## config.mk

```make
export PLATFORM = sky130hd
export DESIGN_NAME = div_dispatch
export DESIGN_NICKNAME = d
export VERILOG_FILES = /design/src/rtl/div_pkg.sv /design/src/rtl/div_sync_fifo.sv /design/src/rtl/div_dispatch.sv
export SDC_FILE = /design/constraint.sdc
export NUM_CORES = 1
export LEC_CHECK = 0
export BUFFER_PORTS_ARGS = -buffer_cell sky130_fd_sc_hd__buf_4
export CORE_ASPECT_RATIO = 0.6
export CORE_MARGIN = 5
export CORE_UTILIZATION = 50
export DETAILED_ROUTE_END_ITERATION = 8
export GPL_TIMING_DRIVEN = 0
export HOLD_SLACK_MARGIN = 0.15
export MAX_ROUTING_LAYER = met4
export PLACE_DENSITY = 0.69
export SLEW_MARGIN = 0
export SYNTH_ARGS = -nofsm -noshare
export SYNTH_HDL_FRONTEND = slang
export SYNTH_HIERARCHICAL = 1
export SYNTH_SLANG_ARGS = --single-unit
```

## constraint.sdc

```tcl
create_clock -name clock -period 3 [get_ports clock]
set_input_delay 0.3 -clock clock [delete_from_list [all_inputs] [get_ports clock]]
set_output_delay 0.3 -clock clock [all_outputs]
set_load 0.02 [all_outputs]
```

## src/rtl/div_pkg.sv

```systemverilog
// Shared types and default widths for the divide dispatch front end.
package div_pkg;

  localparam int DIV_DW = 8;
  localparam int DIV_TW = 4;

  // The dividend travels with the tag so a zero-divisor result can be rebuilt locally.
  typedef struct packed {
    logic [DIV_TW-1:0] tag;
    logic              div0;
    logic [DIV_DW-1:0] dividend;
  } tag_entry_t;

  typedef struct packed {
    logic [DIV_TW-1:0] tag;
    logic              div0;
    logic [DIV_DW-1:0] quotient;
    logic [DIV_DW-1:0] remainder;
  } rsp_entry_t;

  typedef enum logic [1:0] {RUN, DRAIN, DONE} dd_state_t;

endpackage

```

## src/rtl/div_sync_fifo.sv

```systemverilog
// Show-ahead synchronous FIFO with registered full/empty; DEPTH must be a power of 2.
module div_sync_fifo #(
  parameter type T     = logic [7:0],
  parameter int  DEPTH = 16
) (
  input  logic clk,
  input  logic rst_n,
  input  logic push,
  input  T     din,
  input  logic pop,
  output T     dout,
  output logic full,
  output logic empty
);

  localparam int AW = $clog2(DEPTH);

  T               mem_q [DEPTH];
  logic [AW-1:0]  wr_ptr_q, wr_ptr_d, rd_ptr_q, rd_ptr_d;
  logic [AW:0]    count_q, count_d;
  logic           full_q, full_d, empty_q, empty_d;
  logic           do_push, do_pop;

  always_comb begin
    do_push  = push & ~full_q;
    do_pop   = pop & ~empty_q;
    wr_ptr_d = wr_ptr_q + AW'(do_push);
    rd_ptr_d = rd_ptr_q + AW'(do_pop);
    count_d  = count_q + (AW+1)'(do_push) - (AW+1)'(do_pop);
    full_d   = (count_d == (AW+1)'(DEPTH));
    empty_d  = (count_d == '0);
  end

  always_ff @(posedge clk or negedge rst_n) begin
    if (!rst_n) begin
      wr_ptr_q <= '0;
      rd_ptr_q <= '0;
      count_q  <= '0;
      full_q   <= 1'b0;
      empty_q  <= 1'b1;
    end else begin
      wr_ptr_q <= wr_ptr_d;
      rd_ptr_q <= rd_ptr_d;
      count_q  <= count_d;
      full_q   <= full_d;
      empty_q  <= empty_d;
    end
  end

  always_ff @(posedge clk) begin
    if (do_push) mem_q[wr_ptr_q] <= din;
  end

  assign dout  = mem_q[rd_ptr_q];
  assign full  = full_q;
  assign empty = empty_q;

endmodule

```

## src/rtl/div_dispatch.sv

```systemverilog
// Credit-based dispatch/collect front end for the no-stall divide pipeline.
// Define DIV_DISPATCH_STATS_EN to add the stat_issued / stat_div0 counters.
module div_dispatch
  import div_pkg::*;
#(
  parameter int DATA_WIDTH     = DIV_DW,
  parameter int QUANTIZED_BITS = 10,
  parameter int TAG_WIDTH      = DIV_TW,
  parameter int MAX_INFLIGHT   = 16
) (
  input  logic                  clock,
  input  logic                  reset,
  input  logic                  req_valid,
  output logic                  req_ready,
  input  logic [DATA_WIDTH-1:0] req_dividend,
  input  logic [DATA_WIDTH-1:0] req_divisor,
  input  logic [TAG_WIDTH-1:0]  req_tag,
  output logic                  div_valid_in,
  output logic [DATA_WIDTH-1:0] div_dividend,
  output logic [DATA_WIDTH-1:0] div_divisor,
  input  logic                  div_valid_out,
  input  logic [DATA_WIDTH-1:0] div_quotient,
  input  logic [DATA_WIDTH-1:0] div_remainder,
  output logic                  rsp_valid,
  input  logic                  rsp_ready,
  output logic [DATA_WIDTH-1:0] rsp_quotient,
  output logic [DATA_WIDTH-1:0] rsp_remainder,
  output logic [TAG_WIDTH-1:0]  rsp_tag,
  output logic                  rsp_div0,
  input  logic                  flush,
  output logic                  flush_done,
  output logic                  err_underflow
`ifdef DIV_DISPATCH_STATS_EN
  ,
  output logic [31:0]           stat_issued,
  output logic [31:0]           stat_div0
`endif
);

  localparam int              CW          = $clog2(MAX_INFLIGHT) + 1;
  localparam logic [CW-1:0]   MAX_CREDITS = CW'(MAX_INFLIGHT);
  localparam int              unused_quantized_bits = QUANTIZED_BITS;

  dd_state_t              state_q, state_d;
  logic [CW-1:0]          credits_q, credits_d;
  logic                   ready_en_q, ready_en_d;
  logic                   div_valid_in_q, div_valid_in_d;
  logic [DATA_WIDTH-1:0]  dividend_q, dividend_d, divisor_q, divisor_d;
  logic                   err_underflow_q, err_underflow_d;
  tag_entry_t             tag_din, tag_head;
  rsp_entry_t             res_din, res_head;
  logic                   tag_full, tag_empty, res_full, res_empty;
  logic                   accept, tag_pop, rsp_pop;

  // ready_en_q keeps req_ready low while reset is applied and for the first edge after.
  assign req_ready = ready_en_q & (state_q == RUN) & (credits_q != '0) & ~tag_full;
  assign rsp_valid = ~res_empty;

  always_comb begin
    accept  = req_valid & req_ready;
    rsp_pop = rsp_valid & rsp_ready;
    tag_pop = div_valid_out & ~tag_empty;

    tag_din.tag      = req_tag;
    tag_din.div0     = (req_divisor == '0);
    tag_din.dividend = req_dividend;

    res_din.tag  = tag_head.tag;
    res_din.div0 = tag_head.div0;
    if (tag_head.div0) begin
      res_din.quotient  = {tag_head.dividend[DATA_WIDTH-1],
                           {(DATA_WIDTH-1){~tag_head.dividend[DATA_WIDTH-1]}}};
      res_din.remainder = tag_head.dividend;
    end else begin
      res_din.quotient  = div_quotient;
      res_din.remainder = div_remainder;
    end

    credits_d = credits_q;
    if (accept && !rsp_pop)      credits_d = credits_q - CW'(1);
    else if (!accept && rsp_pop) credits_d = credits_q + CW'(1);

    ready_en_d      = 1'b1;
    div_valid_in_d  = accept;
    dividend_d      = accept ? req_dividend : dividend_q;
    divisor_d       = accept ? req_divisor  : divisor_q;
    err_underflow_d = err_underflow_q | (div_valid_out & tag_empty);
  end

  always_comb begin
    state_d = state_q;
    unique case (state_q)
      RUN:     if (flush) state_d = DRAIN;
      DRAIN:   if (credits_q == MAX_CREDITS) state_d = DONE;
      DONE:    state_d = RUN;
      default: state_d = RUN;
    endcase
  end

  always_ff @(posedge clock or negedge reset) begin
    if (!reset) begin
      state_q         <= RUN;
      credits_q       <= MAX_CREDITS;
      ready_en_q      <= 1'b0;
      div_valid_in_q  <= 1'b0;
      dividend_q      <= '0;
      divisor_q       <= '0;
      err_underflow_q <= 1'b0;
    end else begin
      state_q         <= state_d;
      credits_q       <= credits_d;
      ready_en_q      <= ready_en_d;
      div_valid_in_q  <= div_valid_in_d;
      dividend_q      <= dividend_d;
      divisor_q       <= divisor_d;
      err_underflow_q <= err_underflow_d;
    end
  end

  div_sync_fifo #(.T(tag_entry_t), .DEPTH(MAX_INFLIGHT)) u_tag_fifo (
    .clk   (clock),
    .rst_n (reset),
    .push  (accept),
    .din   (tag_din),
    .pop   (tag_pop),
    .dout  (tag_head),
    .full  (tag_full),
    .empty (tag_empty)
  );

  div_sync_fifo #(.T(rsp_entry_t), .DEPTH(MAX_INFLIGHT)) u_res_fifo (
    .clk   (clock),
    .rst_n (reset),
    .push  (tag_pop & ~res_full),
    .din   (res_din),
    .pop   (rsp_pop),
    .dout  (res_head),
    .full  (res_full),
    .empty (res_empty)
  );

  assign div_valid_in  = div_valid_in_q;
  assign div_dividend  = dividend_q;
  assign div_divisor   = divisor_q;
  assign rsp_quotient  = rsp_valid ? res_head.quotient  : '0;
  assign rsp_remainder = rsp_valid ? res_head.remainder : '0;
  assign rsp_tag       = rsp_valid ? res_head.tag       : '0;
  assign rsp_div0      = rsp_valid & res_head.div0;
  assign flush_done    = (state_q == DONE);
  assign err_underflow = err_underflow_q;

`ifdef DIV_DISPATCH_STATS_EN
  logic [31:0] stat_issued_q, stat_issued_d, stat_div0_q, stat_div0_d;

  always_comb begin
    stat_issued_d = stat_issued_q + 32'(accept);
    stat_div0_d   = stat_div0_q + 32'(accept & tag_din.div0);
  end

  always_ff @(posedge clock or negedge reset) begin
    if (!reset) begin
      stat_issued_q <= '0;
      stat_div0_q   <= '0;
    end else begin
      stat_issued_q <= stat_issued_d;
      stat_div0_q   <= stat_div0_d;
    end
  end

  assign stat_issued = stat_issued_q;
  assign stat_div0   = stat_div0_q;
`endif

endmodule

```

* After elaboration in Yosys (flattened, before gate mapping) *
Memories as Yosys holds them, arrays and structs flattened.
Index checks and enable logic that the tools add are counted.

operators by class
  add/subtract/negate cells = 10
  multipliers = 0
  divide/modulo/power cells = 0
  $lt $le $gt $ge = 0
  eq/ne operators = 7
  shift operators = 0
  multiplexer cells = 13
  bitwise gates (word level) = 19
  reductions and logical operators = 11

operator list
  cell                                              count
  adder 4 x 1 -> 4 bit                              4
  two-way mux 16 bit                                1
  two-way mux 8 bit                                 2
  == test 5 bit, second input constant              3
  bitwise AND 1 bit                                 13
  adder 5 x 1 -> 5 bit                              2
  zero test 5 bit                                   2
  two-way mux 5 bit                                 2
  subtractor 5 x 1 -> 5 bit                         2
  zero test 8 bit                                   1
  adder 5 x 1 -> 5 bit, second input constant       1
  NOT 1 bit                                         5
  nonzero test 5 bit                                1
  subtractor 5 x 1 -> 5 bit, second input constant  1
  two-way mux 1 bit                                 4
  two-way mux 2 bit                                 2
  two-way mux 4 bit                                 1
  inequality test 2 bit, second input constant      2
  case mux 2 bit (2 select lines)                   1
  == test 2 x 1 -> 1 bit, second input constant     1
  == test 2 bit, second input constant              1
  logical AND 1 bit                                 2
  zero test 1 bit                                   2
  zero test 2 bit                                   1
  3 further kinds                                   3

word-level totals
  flip-flop bits (word level) = 56
  latch bits = 0
  RAM bits = 544
  ROM bits = 0
  input bits = 42
  output and inout port bits = 42
  word-level logic and storage cells = 79
  memories kept = 2

memory list
  name              depth  width  read ports  clocked after memory_dff  write ports  RTL line             source
  u_res_fifo.mem_q  16     21     1           0                         1            div_sync_fifo.sv:18  T mem_q [DEPTH];
  u_tag_fifo.mem_q  16     13     1           0                         1            div_sync_fifo.sv:18

* Depth between registers and ports, before layout *
  depth in word-level cells = 9
  depth in mapped cells = 14

* By module *
The synthesis kept the hierarchy.

by module, submodules not included
  module                      instances  cells an instance  area an instance (µm²)  sequential area each (µm²)
  div_sync_fifo (u_res_fifo)  1          591                13380.3                 10466.3
  div_sync_fifo (u_tag_fifo)  1          396                8633.3                  6622.6
  div_dispatch                1          148                1599.0                  651.9

* Least setup slack after synthesis *
OpenSTA, ideal clock, no wires.

  path kind = register to register
  start = register credits_q[0]
  end = register u_tag_fifo.full_q (netlist: u_tag_fifo/full)
  library setup time = 0.088 ns
  data arrival time = 3.098 ns
  data required time = 2.912 ns
  slack = -0.186 ns
  cell stages (with the launch flop) = 15
  path buffers = 1
  cells stage by stage = dfrtp_1 > or4_4 > o211ai_4 > buf_12 > inv_2 > nand2b_1 > inv_1 > nand2_1 > nand2_1 > ha_1 > fa_1 > a21o_1 > a21oi_1 > xnor2_1 > nor3b_1

between the ends
  longest elaborated chain between the ends = 8

RTL lines
  item                            RTL line             source
  start, declared                 div_dispatch.sv:45   logic [CW-1:0] credits_q, credits_d;
  start signal, assigned          div_dispatch.sv:111  credits_q <= credits_d;
  nonzero test 5 bit              div_dispatch.sv:56   assign req_ready = ready_en_q & (state_q == RUN) & (credits_q != '0) & ~tag_full;
  bitwise AND 1 bit (2 in a row)  div_dispatch.sv:56
  bitwise AND 1 bit               div_dispatch.sv:60   accept = req_valid & req_ready;
  via accept                      div_dispatch.sv:53   logic accept, tag_pop, rsp_pop;
  bitwise AND 1 bit               div_sync_fifo.sv:25  do_push = push & ~full_q;
  adder 5 x 1 -> 5 bit            div_sync_fifo.sv:29  count_d = count_q + (AW+1)'(do_push) - (AW+1)'(do_pop);
  subtractor 5 x 1 -> 5 bit       div_sync_fifo.sv:29
  via u_tag_fifo.count_d[4]       div_sync_fifo.sv:20  logic [AW:0] count_q, count_d;
  == test 5 bit                   div_sync_fifo.sv:30  full_d = (count_d == (AW+1)'(DEPTH));
  via u_tag_fifo.full_d           div_sync_fifo.sv:21  logic full_q, full_d, empty_q, empty_d;
  end signal, assigned            div_sync_fifo.sv:45  full_q <= full_d;
  end, declared                   div_sync_fifo.sv:21

The timed path passes the listed nets, and every way through them passes these cells.
A chain may end at the register's enable or synchronous reset.

* Worst setup path after layout *
  start = register credits_q[2]
  end = register u_tag_fifo.full_q (netlist: u_tag_fifo/full)

Same word-level chain as after synthesis.

==> metrics <==
Initial Util 50.8%; Vias/cell 5.99; multi-input logic area around 5800 um^2; fin crit period ~3 ns; clock sinks 600; Mean Syn Cell Area 20.8 um^2; worst-path fanout max 4; fmax 334 MHz; vias post-DR 11986; clock skew approximately 0.02 ns; async set-reset flop share out of synthesis 9.33%; Max Cap Viol 0; remaining antenna violation count after routing 0; cell area power density about 1100 nW/um^2; largest stage delay on the critical path 0.56 ns; Gate Count Post-Synth 1135; total power between 20 and 30 mW; Diodes inserted 0; # DRC 0; crit-path cells or4_4 -> o211ai_4 -> buf_12 -> inv_6 -> nand2b_4 -> inv_4 -> nand2_2 -> nand2_1 -> ha_2 -> fa_2 -> a21o_1 -> a21oi_2 -> xnor2_2 -> nor3b_2; fin area 27700 um^2; Critical Path AT 3.49 ns; LEAKAGE 9.46 nW; main flop type after synthesis edfxtp_1; Distinct cells, synth 45; leading post-synthesis cells by cell area edfxtp_1 (69%), mux4_2 (11%), dfrtp_1 (5.6%); placed cell count 1869; Bufs on Longest Clock Path 3; I/O Buffers 83; register area 17700 um^2; full die area between 50000 and 60000 um^2; cell taking the most area after synthesis edfxtp_1; Final Hold Fails 0; initial DRC count 1301; fin crit share 99.9%; total gr overflow 0; CP required 3.49 ns; crit path capture type flop; register area share after synthesis about three quarters; YS warnings 6; Layout area overhead 17.3%; initial antenna violation count 0; final WL 52700 um; aggregate negative setup slack 0 ns; share of post-route cells with drive strength above 1 32.1%; critical path class reg2reg; detailed placement HPWL 33100 um; Clock Latency Late Sink 0.58 ns; clk slew on worst S/H paths 0.07 ns; IO Count 84; All-Layer GR Usage 21.0%; CTS Buf Count 53; Hold Path Origin rsp_ready; cell with the most instances after synthesis edfxtp_1; reg2reg start credits_q[2]; number of synthesized register bits 600; Post-Layout Cell Count about 2000; Hold Crit Class in2reg; status complete, no violations; WHS 0.195 ns; Synth Net Count 1198; Core ar. between 40000 and 50000 um^2; crit path from credits_q[2]; slowest stage cell on the critical path or4_4; RePlAce Congestion around 0.8; Synth Cell Area 23600 um^2; Pre-Repair DR Iteration Count 5; DR WL/cell 26.3 um; placed cell area approximately 25000 um^2; Final nets 1394; Post-synth EDFFs between 500 and 600; vias in the first global route 11872; CTS H-Tree Depth 2; TritonCTS clock tree yes; startpoint types flop; slew margin rel. 12.7%; Die H 178 um; Slew Viols, Final 0; top cells by count, synth edfxtp_1 (544), mux4_2 (112), a22oi_1 (68); fillcell total 3248; peak supply drop 591 uV; RSZ-0062 raised after global routing true; number of core rows 61; Yosys top cell area share 69.2%; Die W 291 um; largest net degree at the start of global routing 57; Root Buffer clkbuf_16; final setup fails 0; first-pass GRT wire length 77500 um; worst-margin pin slew 1.30 ns
-- metrics by stage --
| step | setup WS, ns | utilization, % |
|---|---|---|
| finish | 0.00328 | 59.6 |
| global route | -0.109 | 59.6 |
| CTS | -0.174 | 59.4 |
| detailed placement | -1.67 | 54.7 |
| global placement | -2.05 | 53.9 |
| floorplan | -0.0559 | - |
-- final timing paths --
kind	to	slack, ns	cells after the start
setup / recovery	u_tag_fifo/full	0.003	14
hold / removal	u_res_fifo/rd_ptr_q[0]	0.19	5
setup reg to reg	u_tag_fifo/full	0.003	14
hold reg to reg	err_underflow	0.47	1
max in group asynchronous	div_dividend[1]	2.11	2
min in group asynchronous	credits_q[0]	0.34	2
-- report_power, final --
part | switching, mW | internal, mW | leakage [nW]
Combinational | 6.66 | 4.54 | 3.04
Sequential | 0.395 | 11.6 | 5.60
Clock | 2.93 | 3.63 | 0.821
-- per-layer routing --
metal / vias to the layer above / part of all wire (%) / track usage, %
met5: - / 0 / -
met4: 0 / 1.8 / 3.96
met3: 69 / 9.4 / 4.80
met2: 543 / 43 / 29.5
met1: 6325 / 45 / 32.2
li1: 5049 / - / -
-- layout make-up --
type / instances / area share, %
Buffer: 51 / 1.55
Clock buffer: 70 / 5.31
Clock inverter: 25 / 0.713
Inverter: 23 / 0.339
Multi-Input combinational cell: 461 / 20.9
Sequential cell: 600 / 64.0
Tap cell: 630 / 2.84
Timing Repair Buffer: 141 / 4.34
-- cell usage in the layout (no fill, tap or decap), types with 7 or more instances in the layout --
master and count:
a21oi_1 7, a22oi_1 66, buf_12 9, buf_4 110, buf_6 18, clkbuf_1 18, clkbuf_16 55, clkbuf_2 14
clkinv_2 12, dfrtp_1 53, dlygate4sd3_1 25, edfxtp_1 544, ha_1 15, inv_1 21, mux2_2 16, mux2_4 9
mux4_1 23, mux4_2 113, nand2_1 42, nand2b_1 7, nand3_1 9, nor2_1 8, nor2_2 7, nor2_4 16
nor2b_1 30, nor3_2 8, xnor2_1 13
-- critical path, delay by kind of cell, from the launching register on --
kind                     cells  cell delay [ns]
AO/OA/AOI/OAI                3             0.61
buffers and inverters        3             0.23
XOR/XNOR                     1             0.17
AND/OR/NAND/NOR              5             0.97
adder cells (fa/ha/maj)      2             0.53
flip-flops                   1             0.40
-- kinds of logic after synthesis --
kind of cell               Yosys count  share of synthesized area, %
muxes                              161                          14.7
xor gates and xnor gates            20                         0.742
AOI/OAI and AO/OA                   98                          2.99
buffers and inverters               74                          1.76
and+or+nand+nor                    160                          3.46
other                                1                        0.0159
DFF                                600                          75.1
adders and majority gates           21                          1.21
-- sequential cells by signal (all words and copies together), names as in the netlist --
| signal | cells |
|---|---|
| u_tag_fifo/full | 1 |
| u_tag_fifo/mem_q | 208 |
| err_underflow | 1 |
| credits_q | 5 |
| u_tag_fifo/count_q | 5 |
| u_tag_fifo/rd_ptr_q | 4 |
| u_res_fifo/empty | 1 |
| div_dividend | 8 |
| u_res_fifo/mem_q | 336 |
| div_divisor | 8 |
| u_tag_fifo/wr_ptr_q | 4 |
| u_tag_fifo/empty | 1 |
| div_valid_in | 1 |
| u_res_fifo/wr_ptr_q | 4 |
| u_res_fifo/full | 1 |
| ready_en_q | 1 |
| u_res_fifo/count_q | 5 |
| u_res_fifo/rd_ptr_q | 4 |
| state_q | 2 |
-- what timing repair did --
action	in CTS	in global routing
endpoints found under the setup margin	399	151
setup buffers	8	5
endpoints found under the hold margin	268	0
gates resized for setup	60	31
pin swaps	5	4
hold buffers	25	0
Note: power is estimated with default switching activity, not from simulation.
